`config.mk`:
```
export PLATFORM = sky130hd
export DESIGN_NAME = alu_arbiter
export DESIGN_NICKNAME = d
export VERILOG_FILES = /design/src/rtl/alu_arbiter_pkg.sv /design/src/rtl/alu_arbiter.sv
export SDC_FILE = /design/constraint.sdc
export NUM_CORES = 1
export LEC_CHECK = 0
export CAP_MARGIN = 30
export CORE_AREA = 2 2 79 81
export DETAILED_ROUTE_END_ITERATION = 16
export DIE_AREA = 0 0 81 83
export PLACE_DENSITY = 0.69
export SYNTH_ARGS = -nofsm -noshare
export SYNTH_HDL_FRONTEND = slang
export SYNTH_SLANG_ARGS = --single-unit
```
`constraint.sdc`:
```
create_clock -name clk -period 2.4 [get_ports clk]
set_clock_uncertainty 0.2 [all_clocks]
set_input_delay 0.24 -clock clk [delete_from_list [all_inputs] [get_ports clk]]
set_output_delay 0.24 -clock clk [all_outputs]
set_load 0.02 [all_outputs]
```
`src/rtl/alu_arbiter_pkg.sv`:
```
// Shared definitions for the two-requester ALU arbiter: data width, ALU
// command codes and the arbiter state encoding.
package alu_arbiter_pkg;

    localparam int DATA_WIDTH = 8;

    localparam logic [2:0] CMD_ADD = 3'd0;
    localparam logic [2:0] CMD_SUB = 3'd1;
    localparam logic [2:0] CMD_AND = 3'd2;
    localparam logic [2:0] CMD_OR  = 3'd3;
    localparam logic [2:0] CMD_XOR = 3'd4;
    localparam logic [2:0] CMD_NOT = 3'd5;
    localparam logic [2:0] CMD_SHL = 3'd6;
    localparam logic [2:0] CMD_SHR = 3'd7;

    typedef enum logic [1:0] {
        ST_IDLE  = 2'd0,
        ST_ISSUE = 2'd1,
        ST_WAIT  = 2'd2,
        ST_RESP  = 2'd3
    } arb_state_t;

endpackage

```
`src/rtl/alu_arbiter.sv`:
```
// Round-robin arbiter sharing one external ALU between two requesters, with
// one operation in flight and a bounded wait for the ALU result.
module alu_arbiter
    import alu_arbiter_pkg::*;
#(
    parameter int DW      = DATA_WIDTH,
    parameter int TIMEOUT = 16
) (
    input  logic          clk,
    input  logic          reset,
    input  logic          i_req0_valid,
    input  logic [DW-1:0] i_req0_a,
    input  logic [DW-1:0] i_req0_b,
    input  logic [2:0]    i_req0_cmd,
    output logic          o_req0_ready,
    input  logic          i_req1_valid,
    input  logic [DW-1:0] i_req1_a,
    input  logic [DW-1:0] i_req1_b,
    input  logic [2:0]    i_req1_cmd,
    output logic          o_req1_ready,
    output logic          o_resp0_valid,
    output logic [DW-1:0] o_resp0_res,
    output logic          o_resp0_err,
    input  logic          i_resp0_ready,
    output logic          o_resp1_valid,
    output logic [DW-1:0] o_resp1_res,
    output logic          o_resp1_err,
    input  logic          i_resp1_ready,
    output logic [DW-1:0] o_alu_a,
    output logic [DW-1:0] o_alu_b,
    output logic [2:0]    o_alu_cmd,
    output logic          o_alu_valid,
    input  logic          i_alu_ready,
    input  logic          i_alu_valid,
    input  logic [DW-1:0] i_alu_result
);

    localparam int               CNT_W   = $clog2(TIMEOUT + 1);
    localparam logic [CNT_W-1:0] CNT_MAX = CNT_W'(TIMEOUT);

    arb_state_t       state;
    logic             owner;
    logic             last_grant;
    logic [DW-1:0]    a_q;
    logic [DW-1:0]    b_q;
    logic [2:0]       cmd_q;
    logic [DW-1:0]    res_q;
    logic             err_q;
    logic             alu_vld_q;
    logic             resp0_vld_q;
    logic             resp1_vld_q;
    logic [CNT_W-1:0] wait_cnt;
    logic [CNT_W-1:0] wait_cnt_nxt;
    logic             any_req;
    logic             grant;
    logic             owner_ready;

    // grant is the index of the requester served this cycle; on a tie the
    // one not served last wins, a lone requester always wins.
    always_comb begin
        any_req = i_req0_valid | i_req1_valid;
        if (i_req0_valid && i_req1_valid) begin
            grant = ~last_grant;
        end else begin
            grant = i_req1_valid;
        end
    end

    assign o_req0_ready = (state == ST_IDLE) && i_req0_valid && !grant;
    assign o_req1_ready = (state == ST_IDLE) && i_req1_valid && grant;

    assign wait_cnt_nxt = wait_cnt + CNT_W'(1);
    assign owner_ready  = owner ? i_resp1_ready : i_resp0_ready;

    always_ff @(posedge clk) begin
        if (reset) begin
            state       <= ST_IDLE;
            owner       <= 1'b0;
            last_grant  <= 1'b1;
            a_q         <= '0;
            b_q         <= '0;
            cmd_q       <= '0;
            res_q       <= '0;
            err_q       <= 1'b0;
            alu_vld_q   <= 1'b0;
            resp0_vld_q <= 1'b0;
            resp1_vld_q <= 1'b0;
            wait_cnt    <= '0;
        end else begin
            case (state)
                ST_IDLE: begin
                    if (any_req) begin
                        owner     <= grant;
                        a_q       <= grant ? i_req1_a   : i_req0_a;
                        b_q       <= grant ? i_req1_b   : i_req0_b;
                        cmd_q     <= grant ? i_req1_cmd : i_req0_cmd;
                        alu_vld_q <= 1'b1;
                        state     <= ST_ISSUE;
                    end
                end
                ST_ISSUE: begin
                    if (i_alu_ready) begin
                        alu_vld_q <= 1'b0;
                        wait_cnt  <= '0;
                        state     <= ST_WAIT;
                    end
                end
                ST_WAIT: begin
                    wait_cnt <= wait_cnt_nxt;
                    // A result arriving on the last allowed cycle beats the timeout.
                    if (i_alu_valid) begin
                        res_q       <= i_alu_result;
                        err_q       <= 1'b0;
                        resp0_vld_q <= ~owner;
                        resp1_vld_q <= owner;
                        state       <= ST_RESP;
                    end else if (wait_cnt_nxt == CNT_MAX) begin
                        res_q       <= '0;
                        err_q       <= 1'b1;
                        resp0_vld_q <= ~owner;
                        resp1_vld_q <= owner;
                        state       <= ST_RESP;
                    end
                end
                ST_RESP: begin
                    if (owner_ready) begin
                        last_grant  <= owner;
                        resp0_vld_q <= 1'b0;
                        resp1_vld_q <= 1'b0;
                        state       <= ST_IDLE;
                    end
                end
                default: begin
                    state <= ST_IDLE;
                end
            endcase
        end
    end

    assign o_alu_a       = a_q;
    assign o_alu_b       = b_q;
    assign o_alu_cmd     = cmd_q;
    assign o_alu_valid   = alu_vld_q;
    assign o_resp0_valid = resp0_vld_q;
    assign o_resp1_valid = resp1_vld_q;
    assign o_resp0_res   = res_q;
    assign o_resp1_res   = res_q;
    assign o_resp0_err   = err_q;
    assign o_resp1_err   = err_q;

endmodule

```
==> flow_summary.ini <==
[die]
core_area_um2 = 5820
placementRows = 28
floorplan.die.height_um = 83
top_level_ports = 96
initial_core_util_pct = 34.2
fp.dieW_um = 81
die_area_um2 = 6720

[synthesis]
synth_ff_type = dfxtp_1
synth_top_area_share_pct = 40.2
netlist_instances = 222
ys_warn_count = 0
netlist_top_cells_area = dfxtp_1 (40%), mux2i_1 (13%), a211oi_1 (7.2%)
synth_sequential_area_ratio_pct = 40.2
synth-seq-cells = 40
yosys.cell_types.count = 36
postSynthAreaPerCell_um2 = 8.97
synth_enable_flop_cells = 0
post_synth_instance_area_um2 = 1990
synthArstFlopShare_pct = 0
synth_top_area_cell = dfxtp_1
synth_fp_nets = 282

[worst_setup_path]
endpoint = o_req1_ready
timing.setup.critical_path_class = flop to output pin
timing.critical_path.fanout_max = 5
timing.critical_path.to_type = output pin
crit_path_start_kind = flop
worst-r2r-cell-count = 8
timing.critical_path.arrival_ns = 1.77
worstSetupStartpoint = state[1]
crit-reg2reg-capture = o_resp0_valid
worstReg2RegStart = state[0]
regToRegSetupSlack_ns = 0.51
cp_data_required_time_ns = 1.96

[timing]
max_transition_viols_final = 0
setup_viol = 0
min_period_over_period_pct = 92.2
period_needed_ns = 2.21
unrepaired_setup_endpoints_after_global_routing = no
hold_ws_ns = 0.292
worst_pin_slew_ns = 0.627
maximum_clock_rate_ghz = 0.452
final-hold-violation-count = 0
setup_tns_ns = 0
max_transition_margin_pct = 57.7
finalWorstSetupSlack_ns = 0.186

[final_layout]
design.final.nets = 371
final_cell_mix = clkdlybuf4s50_1 (95), dfxtp_1 (40), nor2_1 (35), mux2i_1 (25), a211oi_1 (19)
antenna-diode-count = 0
most_common_library_cell_in_the_layout_ignoring_fill_and_taps = clkdlybuf4s50_1
layout-drive-gt1-share_pct = 8.01
finalInstanceArea_um2 = 3080
area_delta_synth_final_pct = 54.7

[power_and_ir_drop]
combinational_share_of_power_pct = 44.5
p_leak_nw = 1.17
max-vdd-ir-drop_mv = 0.556
power_switching_uw = 962
report.power.total_mw = 2.77
p_per_area_nw_per_um2 = 900
clkPwrFrac_pct = 21.3
internal_portion_of_total_power_mw = 1.81
power.share.switching_pct = 34.7
seq_power_share_pct = 34.1

[hold_path]
tightest_hold_check_type = flop to flop

[route]
drt-initial-drc-count = 46
drtAntennaViolNets = 0
vias_per_cell = 4.74
drt-total-wl_um = 4660
via_count = 1836
drc_errors = 0
detail_route.wl_per_cell_um = 12.0
first_drt_pass_iteration_count = 4

[global_routing]
first_global_vias = 1736
globalRouteTotalUtil_pct = 14.6
grt_pass1_wl_um = 7890
grt_remaining_overflow = 0
grt_max_degree = 29
grt_antenna_before_repair = 0

[clocking]
hold_buffers = 0
clock_slew_at_the_register_clock_pins_of_the_worst_setup_and_hold_paths_ns = 0.07
ctsHtreeMaxLevel = 2
clock_tree.buffer_depth = 2
cts_tree = done
clock_sinks = 40
postCtsSetupBuffers = 0
clkLatencyLatePin_ns = 0.29
cts_resized = 0
cts-root-buf = clkbuf_8
cts_inserted_buffers = 5

[placed_design]
dpl_worst_slack_ns = 0.205
hpwl_after_dpl_um = 3600
placed_cell_area_um2 = 2950
buffer_ports.inserted = 95
gp_congestion = 0.747

[outcome]
outcome = completed

[flow_run]
drv_cap = 0
==> logic make-up after synthesis <==
family                     count (synthesis)  synth area share, %
AOI/OAI and AO/OA                         60                 20.4
and+or+nand+nor                           65                 15.0
DFF                                       40                 40.2
buffers and inverters                     26                 8.11
muxes                                     25                 12.6
adders and majority gates                  6                 3.77
==> synthesized netlist by cell type, drive strengths merged (2+ instances only) <==
library cell  count
and2              2
ha                6
mux2i            25
dfxtp            40
o21ai            13
a211oi           19
a22oi             3
clkbuf            7
and3              3
nand2            15
a21oi            16
or2b              4
o21bai            2
nor2             35
inv               5
buf              14
nand3             2
==> critical path, cell delays in order (launching register included) <==
cell	delay, ns
dfxtp_1	0.35
inv_1	0.11
ha_1	0.24
and2_1	0.18
clkdlybuf4s50_1	0.61
==> registers in the layout (all words and copies together), names as in the netlist <==
signal         cells
o_alu_a            8
o_alu_b            8
o_resp0_res        8
wait_cnt           5
o_alu_cmd          3
state              2
last_grant         1
o_alu_valid        1
o_resp0_err        1
o_resp0_valid      1
o_resp1_valid      1
owner              1
==> power by group through the flow <==
stage          sequential, mW  combinational, mW  clock (mW)
2_1_floorplan            1.13              0.558           0
3_3_place_gp            0.954               1.24           0
3_5_place_dp            0.962               1.24           0
4_1_cts                 0.949               1.25       0.618
5_1_grt                 0.973               1.36       0.652
6_report                0.946               1.23       0.591
==> stage by stage <==
step	utilization [%]	instances
after floorplan	-	222
after global placement	50.8	379
after detailed placement	50.8	379
after CTS	52.9	387
after global routing	52.9	387
final	52.9	387
==> routing by layer <==
metal / vias to the layer above / wire length, µm / global-route usage [%]
met1: 811 / 2070 / 17.8
met2: 70 / 2110 / 23.1
met4: 0 / 69 / 5.55
met5: - / 0 / 0
met3: 5 / 406 / 5.33
li1: 950 / - / -
==> how the worst min path moves through the flow <==
stage / startpoint / to / slack [ns] / cells past startpoint
finish: o_resp0_res[3] / o_resp0_res[3] / 0.29 / 2
detailed placement: o_resp0_res[3] / o_resp0_res[3] / 0.29 / 2
global route: i_alu_result[2] / o_resp0_res[2] / 0.30 / 3
floorplan: i_alu_result[0] / o_resp0_res[0] / 0.18 / 2
CTS: i_alu_result[3] / o_resp0_res[3] / 0.28 / 3
global placement: o_resp0_res[3] / o_resp0_res[3] / 0.27 / 2
==> layout make-up <==
class	count	area, µm²
clock buffers	7	96.3
multi-input cells	156	1030
inverters	5	18.8
fillers	576	2740
flip-flops and latches	40	801
repair buffers	103	1010
well taps	75	93.8
clock inverters	1	30.0
No activity file was read; power rests on OpenSTA's default activity.
